<file path="config.mk">
export PLATFORM = sky130hd
export DESIGN_NAME = sdram_tester_uc
export DESIGN_NICKNAME = d
export VERILOG_FILES = /design/src/rtl/sdram_tester_pkg.sv /design/src/rtl/sync_parallel_counter.sv /design/src/rtl/sdram_tester_uc.sv
export SDC_FILE = /design/constraint.sdc
export NUM_CORES = 1
export LEC_CHECK = 0
export CORE_AREA = 2 2 39 41
export CTS_CLUSTER_DIAMETER = 30
export DETAILED_ROUTE_END_ITERATION = 10
export DIE_AREA = 0 0 41 43
export GPL_TIMING_DRIVEN = 1
export HOLD_SLACK_MARGIN = 0.03
export PLACE_DENSITY = 0.69
export SLEW_MARGIN = 20
export SYNTH_ARGS = -nofsm -noshare
export SYNTH_HDL_FRONTEND = slang
export SYNTH_SLANG_ARGS = --single-unit
</file>
<file path="constraint.sdc">
create_clock -name clock -period 2.3 [get_ports clock]
set_clock_uncertainty 0.2 [all_clocks]
set_input_delay 0.46 -clock clock [delete_from_list [all_inputs] [get_ports clock]]
set_output_delay 0.46 -clock clock [all_outputs]
set_load 0.05 [all_outputs]
</file>
<file path="src/rtl/sdram_tester_pkg.sv">
// ============================================================================
// Module : sdram_tester_pkg
// Brief  : State codes, address-chunk selects and defaults for the tester UC.
// Rev    : 1.0
// ============================================================================
`default_nettype none

package sdram_tester_pkg;

  typedef enum logic [3:0] {
    ST_IDLE     = 4'd0,
    ST_ADDR_MID = 4'd1,
    ST_ADDR_HI  = 4'd2,
    ST_SIZE     = 4'd3,
    ST_OPSEL    = 4'd4,
    ST_WDATA    = 4'd5,
    ST_WR_ISSUE = 4'd6,
    ST_WR_WAIT  = 4'd7,
    ST_WR_BUSY  = 4'd8,
    ST_RD_ISSUE = 4'd9,
    ST_RD_WAIT  = 4'd10,
    ST_RD_BUSY  = 4'd11,
    ST_SHOW     = 4'd12,
    ST_ERRO     = 4'd13
  } state_t;

  localparam logic [1:0] ADDR_LO   = 2'd0;
  localparam logic [1:0] ADDR_MID  = 2'd1;
  localparam logic [1:0] ADDR_HI   = 2'd2;
  localparam logic [1:0] ADDR_HOLD = 2'd3;

  localparam int TIMEOUT_CYCLES_DEFAULT = 255;

  function automatic logic is_wait_state(input state_t s);
    return (s == ST_WR_WAIT) || (s == ST_RD_WAIT);
  endfunction

  function automatic logic is_busy_state(input state_t s);
    return (s == ST_WR_BUSY) || (s == ST_RD_BUSY);
  endfunction

endpackage

`default_nettype wire

</file>
<file path="src/rtl/sync_parallel_counter.sv">
// ============================================================================
// Module : sync_parallel_counter
// Brief  : Free-running up counter with synchronous clear; only built when
//          SDRAM_TESTER_TIMEOUT_EN is defined (watchdog of the tester UC).
// Rev    : 1.0
// ============================================================================
`default_nettype none

`ifdef SDRAM_TESTER_TIMEOUT_EN
module sync_parallel_counter #(
  parameter int SIZE = 8
) (
  input  logic            clock,
  input  logic            reset,
  input  logic            clear,
  input  logic            enable,
  output logic [SIZE-1:0] count
);

  always_ff @(posedge clock or negedge reset) begin
    if (!reset) begin
      count <= '0;
    end else if (clear) begin
      count <= '0;
    end else if (enable) begin
      count <= count + SIZE'(1);
    end
  end

endmodule
`endif

`default_nettype wire

</file>
<file path="src/rtl/sdram_tester_uc.sv">
// ============================================================================
// Module : sdram_tester_uc
// Brief  : Control unit of the SDRAM tester: turns presses and dataflow status
//          into dataflow strobes. Watchdog enabled by SDRAM_TESTER_TIMEOUT_EN.
// Rev    : 1.0
// ============================================================================
`default_nettype none

module sdram_tester_uc
  import sdram_tester_pkg::*;
#(
  parameter int TIMEOUT_CYCLES = TIMEOUT_CYCLES_DEFAULT
) (
  input  logic       clock,
  input  logic       reset,
  input  logic       ativado,
  input  logic       op_sel,
  input  logic       op_end,
  input  logic       busy,
  output logic       addr_en,
  output logic       size_en,
  output logic       rd_en,
  output logic       wr_en,
  output logic       wr_data_en,
  output logic       cnt_en,
  output logic       cnt_rst,
  output logic       op_rst,
  output logic [1:0] addr_src,
  output logic [3:0] estado,
  output logic       erro
);

  localparam logic [7:0] c_TIMEOUT_LAST = 8'(TIMEOUT_CYCLES - 1);

  state_t r_state;
  logic   w_timeout;

`ifdef SDRAM_TESTER_TIMEOUT_EN
  logic       w_wd_clear;
  logic [7:0] w_wd_count;

  // Restart the count on every state change so WAIT and BUSY get separate budgets.
  assign w_wd_clear = !(is_wait_state(r_state) || is_busy_state(r_state))
                    || (is_wait_state(r_state) && busy)
                    || (is_busy_state(r_state) && !busy);

  sync_parallel_counter #(
    .SIZE (8)
  ) u_watchdog (
    .clock  (clock),
    .reset  (reset),
    .clear  (w_wd_clear),
    .enable (1'b1),
    .count  (w_wd_count)
  );

  assign w_timeout = (w_wd_count == c_TIMEOUT_LAST);
  assign erro      = (r_state == ST_ERRO);
`else
  logic w_unused_cfg;

  assign w_unused_cfg = ^c_TIMEOUT_LAST;
  assign w_timeout    = 1'b0;
  assign erro         = 1'b0;
`endif

  always_ff @(posedge clock or negedge reset) begin
    if (!reset) begin
      r_state <= ST_IDLE;
    end else begin
      case (r_state)
        ST_IDLE:     if (ativado) r_state <= ST_ADDR_MID;
        ST_ADDR_MID: if (ativado) r_state <= ST_ADDR_HI;
        ST_ADDR_HI:  if (ativado) r_state <= ST_SIZE;
        ST_SIZE:     if (ativado) r_state <= ST_OPSEL;
        ST_OPSEL:    if (ativado) r_state <= op_sel ? ST_WDATA : ST_RD_ISSUE;
        ST_WDATA:    if (ativado && op_end) r_state <= ST_WR_ISSUE;
        ST_WR_ISSUE: if (!busy) r_state <= ST_WR_WAIT;
        ST_RD_ISSUE: if (!busy) r_state <= ST_RD_WAIT;
        ST_WR_WAIT: begin
          if (busy)           r_state <= ST_WR_BUSY;
          else if (w_timeout) r_state <= ST_ERRO;
        end
        ST_RD_WAIT: begin
          if (busy)           r_state <= ST_RD_BUSY;
          else if (w_timeout) r_state <= ST_ERRO;
        end
        ST_WR_BUSY: begin
          if (!busy)          r_state <= ST_IDLE;
          else if (w_timeout) r_state <= ST_ERRO;
        end
        ST_RD_BUSY: begin
          if (!busy)          r_state <= ST_SHOW;
          else if (w_timeout) r_state <= ST_ERRO;
        end
        ST_SHOW:     if (ativado && op_end) r_state <= ST_IDLE;
        ST_ERRO:     if (ativado) r_state <= ST_IDLE;
        default:     r_state <= ST_IDLE;
      endcase
    end
  end

  // Press strobes are Mealy: they follow ativado within the same cycle.
  always_comb begin
    addr_en    = 1'b0;
    size_en    = 1'b0;
    rd_en      = 1'b0;
    wr_en      = 1'b0;
    wr_data_en = 1'b0;
    cnt_en     = 1'b0;
    cnt_rst    = 1'b0;
    op_rst     = 1'b0;
    addr_src   = ADDR_HOLD;
    case (r_state)
      ST_IDLE: begin
        cnt_rst = 1'b1;
        op_rst  = 1'b1;
        if (ativado) begin
          addr_en  = 1'b1;
          addr_src = ADDR_LO;
        end
      end
      ST_ADDR_MID: begin
        if (ativado) begin
          addr_en  = 1'b1;
          addr_src = ADDR_MID;
        end
      end
      ST_ADDR_HI: begin
        if (ativado) begin
          addr_en  = 1'b1;
          addr_src = ADDR_HI;
        end
      end
      ST_SIZE:  size_en = ativado;
      ST_OPSEL: cnt_rst = 1'b1;
      ST_WDATA: begin
        wr_data_en = ativado;
        cnt_en     = ativado;
      end
      ST_WR_ISSUE: begin
        cnt_rst = 1'b1;
        wr_en   = !busy;
      end
      ST_RD_ISSUE: begin
        cnt_rst = 1'b1;
        rd_en   = !busy;
      end
      ST_WR_BUSY, ST_RD_BUSY: op_rst = 1'b1;
      ST_SHOW: cnt_en = ativado && !op_end;
      ST_ERRO: begin
        cnt_rst = 1'b1;
        op_rst  = 1'b1;
      end
      default: begin
      end
    endcase
  end

  assign estado = r_state;

endmodule

`default_nettype wire

</file>
# After elaboration in Yosys (flattened, before gate mapping)
# Cells that the tools add are included.
# Widths: inputs -> output; s select.
totals:
  output_inout_bits: 15
  ff_bits: 4
  wordCells: 66
op_classes:
  eq_ne: 27
  reduce_logical: 9
  mux: 29
ops:
  columns: ["cell", "count"]
  rows:
  - ["$mux 4", 15]
  - ["$pmux 4 s14", 1]
  - ["$ne 2x2->1 const B", 14]
  - ["$eq 4x4->1 const B", 6]
  - ["$eq 4x3->1 const B", 4]
  - ["$reduce_and 14->1", 1]
  - ["$mux 1", 9]
  - ["$eq 4x2->1 const B", 2]
  - ["$pmux 2 s3", 1]
  - ["$reduce_or 5->1", 1]
  - ["$eq 4x1->1 const B", 1]
  - ["$logic_not 4->1", 1]
  - ["$mux 2", 2]
  - ["$reduce_or 4->1", 1]
  - ["$reduce_or 3->1", 1]
  - ["$logic_and 1x1->1", 2]
  - ["$logic_not 1->1", 2]
  - ["$pmux 1 s2", 1]

# Depth between registers and ports, before layout
logic_depth:
  depth_word: 3
  mapped_depth: 6
  ltp_nobuf: 5

# Worst setup path before layout
# No wires, ideal clock.
synth_path:
  path_type: "register -> output"
  startpoint: "register r_state[3], in the netlist estado[3]"
  endpoint: "output port cnt_en"
  n_path_buf: 0
  slack_ns: -0.987
  arrival_time_ns: 2.627
  path_stages_with_launch: 5
  path_cell_list: "dfrtp_1 -> inv_1 -> nor3_1 -> a21oi_1 -> nor4_1"
synth_via:
  elab_chain_len: 2
  word_cells_on_any_way: 3
  classes_between: "eq/ne (2); mux (1)"
synth_lines:
  columns: ["element", "line_no", "rtl"]
  rows:
  - ["start: declaration", "sdram_tester_uc.sv:35", "state_t r_state;"]
  - ["start signal: assignment", "sdram_tester_uc.sv:76", "ST_OPSEL: if (ativado) r_state <= op_sel ? ST_WDATA : ST_RD_ISSUE;"]
  - ["$eq 4x4->1 / $eq 4x3->1 (equally long branches)", "sdram_tester_uc.sv:114", "case (r_state)"]
  - ["$pmux 1 s2 (*)", "sdram_tester_uc.sv:114", null]
  - ["end: declaration", "sdram_tester_uc.sv:25", "output logic cnt_en,"]
# Mark *: on every way between the ends. The rest lies on a longest branch, timed or not.

# Final worst setup path
layout_path:
  startpoint: "register r_state[0], in the netlist estado[0]"
  endpoint: "output port cnt_rst"
layout_via:
  elab_chain_len: 3
  word_cells_on_any_way: 7
  classes_between: "eq/ne (4); mux (1); reduce/logical (2)"
layout_lines:
  columns: ["element", "line_no", "rtl"]
  rows:
  - ["$eq 4x4->1, or another cell as far along", "sdram_tester_uc.sv:114", null]
  - ["$reduce_or 5->1 (no source line) (*)", null, null]
  - ["$mux 1 (*)", "sdram_tester_uc.sv:114", null]
  - ["end: declaration", "sdram_tester_uc.sv:26", "output logic cnt_rst,"]
# Marks and branches as above.

==> results by group <==
Run status
  • Status: finished, final reports clean

Logic synthesis
  • Syn nets: 67
  • Ys flop type: dfrtp_1
  • Mean Syn Cell Area: 7.67 sq um
  • Asr flop ratio synth: 100%
  • Top cells by area, synth: dfrtp_1 (21%), mux2_4 (6.4%), nand2b_1 (5.3%), o21ai_0 (5.3%), nor2_1 (4.8%)
  • Seq/Total Area, Yosys: 21.4%
  • Yosys warnings: 0
  • Cells after synthesis: 61
  • Post-synth top area share: 21.4%
  • #FFs+latches synth: 4
  • Synth cell types: 32
  • Largest area contributor in the netlist: dfrtp_1
  • Synth Cell Area: 468 sq um
  • Number of flops mapped to enable cells by yosys: 0

Placement
  • Placed cells: 99
  • Post-DP HPWL: 1020 um
  • Port Buffers: 19
  • RePlAce Congestion: 0.855
  • Worst slack at placement: -0.138 ns
  • Post-DP Area: 835 sq um

Worst setup path
  • RR Startpoint: estado[0]
  • CP arrival: 1.56 ns
  • CP Depth: 4
  • Worst r2r path cells: 6
  • Worst Setup EP: cnt_rst
  • Worst Path Required: 1.64 ns
  • Crit path max fanout: 10
  • WP buf/inv: 2
  • Worst setup EP type: output port
  • Reg-to-reg slack, setup: 0.19 ns
  • Slowest-stage cell, CP: dfrtp_1
  • Critical path's largest stage delay: 0.48 ns
  • Crit path from: estado[0]
  • Capturing point of the worst reg2reg path: estado[3]
  • CP Launch Type: flip-flop
  • Crit Path Class: reg -> out
  • Cells along the critical path: buf_4, or3_1, o21ai_2, buf_12
  • CP top delay family: flip-flops

STA
  • RSZ-0062 raised after global routing: false
  • Worst Slack Setup Final: 0.0813 ns
  • Slew Viols, Final: 0
  • Endpoints failing setup: 0
  • Final Cycle Share: 96.5%
  • Final critical-path required period: 2.22 ns
  • Fmax: 451 MHz
  • Fin. Hold Viols: 0
  • Hold slack: 0.223 ns

Floorplanning
  • Die Width: 41 um
  • Core area: 1380 sq um
  • Die H: 43 um
  • Starting density of the core: 33.8%
  • Rows: 14
  • Die Area: 1760 sq um
  • I/O pin count: 21

Route
  • Final wirelength: 1320 um
  • Post-DRT Antenna Nets: 0
  • Via count: 558
  • WL per Instance: 12.8 um
  • DRC Markers: 0
  • Vias per Instance: 5.42
  • Starting DRT DRC Count: 10
  • Detailed Routing Iterations Pass 1: 5

CTS
  • Clock Pin Slew Worst Setup and Hold Paths: 0.04 ns
  • Htree depth: 1
  • CTS max path bufs: 2
  • Cts bufs inserted: 3
  • Skew-Pair Late Insertion Delay: 0.23 ns
  • CTS Hold Bufs: 0
  • Clk root buf: clkbuf_4
  • CTS tree: yes
  • Clock sink count: 4

Cells and area
  • Largest register FFs: 4
  • Antenna Cells: 0
  • Seq. cell area: 104 sq um
  • Design area: 871 sq um
  • Non-filler cells, final: 103
  • Area grow syn2layout: 86.1%
  • Share of cells above drive strength 1: 48.3%
  • Fillers: 121
  • Area of the multi-input gates: 380 sq um
  • Final #Nets: 94

Global routing
  • GR Overflow Total: 0
  • Number of global-route vias before repair: 467
  • First-pass GRT wire length: 2080 um
  • GRT Util Overall: 16.6%
  • Initial antenna violation count: 0
  • Largest net degree at the start of global routing: 12

Min path
  • Hold crit path type: in -> async

Run
  • Max_cap viols: 0
placed cells by master (no fill, tap or decap), types with 2 or more instances in the layout:
master and instances:
inv_1 4, clkbuf_4 3, o21ai_2 2, buf_4 13, nand2b_1 4, clkdlybuf4s50_1 3
o22ai_1 2, or2_2 2, nand3_1 2, nand2_1 2, nor3_4 2, dlygate4sd2_1 2
nor2_1 4, o31ai_1 2, buf_12 9, dfrtp_2 3, mux2_4 2, a21oi_1 2
o21ai_0 4
metrics by stage:
stage                     util [%]  setup TNS, ns
final                         62.9              0
after detailed placement      60.3         -0.477
after global routing          62.9              0
after CTS                     62.6              0
after floorplan                  -         -0.588
after global placement        60.3         -0.257
what timing repair did:
item / CTS / global route
pin swaps: 1 / 0
gates resized for setup: 4 / 3
buffers inserted: 0 / 0
setup endpoints to repair: 2 / 2
layout make-up:
cell class	count	area share (%)
Clock buffer	4	3.02
Tap cell	16	2.30
Sequential cell	4	11.9
Timing Repair Buffer	27	37.4
Multi-Input combinational cell	48	43.7
Inverter	4	1.72
per-layer routing:
metal,vias up,track usage [%],wire (um)
li1,272,-,-
met1,266,22.9,588
met2,20,25.3,668
met3,0,2.09,62
met4,0,6.00,0
met5,-,0,0
logic make-up after synthesis:
| kind of cell | count (synthesis) | share of synthesized area, % |
|---|---|---|
| multiplexers | 3 | 8.56 |
| XOR/XNOR | 2 | 3.74 |
| AO/OA/AOI/OAI | 18 | 27.8 |
| flip-flops | 4 | 21.4 |
| buffers and inverters | 9 | 9.89 |
| other | 1 | 0.801 |
| AND/OR/NAND/NOR | 24 | 27.8 |
worst min-delay path by stage:
stage	end	slack, ns
after floorplan	estado[0]	-0.04
after detailed placement	estado[1]	0.46
after global placement	estado[1]	0.46
after global routing	estado[0]	0.23
final	estado[0]	0.22
after CTS	estado[0]	0.22
worst reg2reg max path: stages (launching register included):
cell	delay, ns
dfrtp_1	0.52
buf_4	0.23
inv_1	0.11
o31ai_1	0.24
a32oi_1	0.10
o21ai_2	0.26
mux2_4	0.33
cell usage after synthesis, types with 2 or more instances:
library cell,n
o22ai_1,2
o21ai_0,5
o31ai_1,3
mux2_4,2
inv_1,4
clkbuf_1,2
nor3_1,3
nand2b_1,4
nand2_1,2
or2_2,2
a21oi_1,2
nand3_1,2
nor2_1,6
dfrtp_1,4
Power is not shown: default switching activity piles up to over one toggle a cycle in this logic, so the estimate is an artifact.
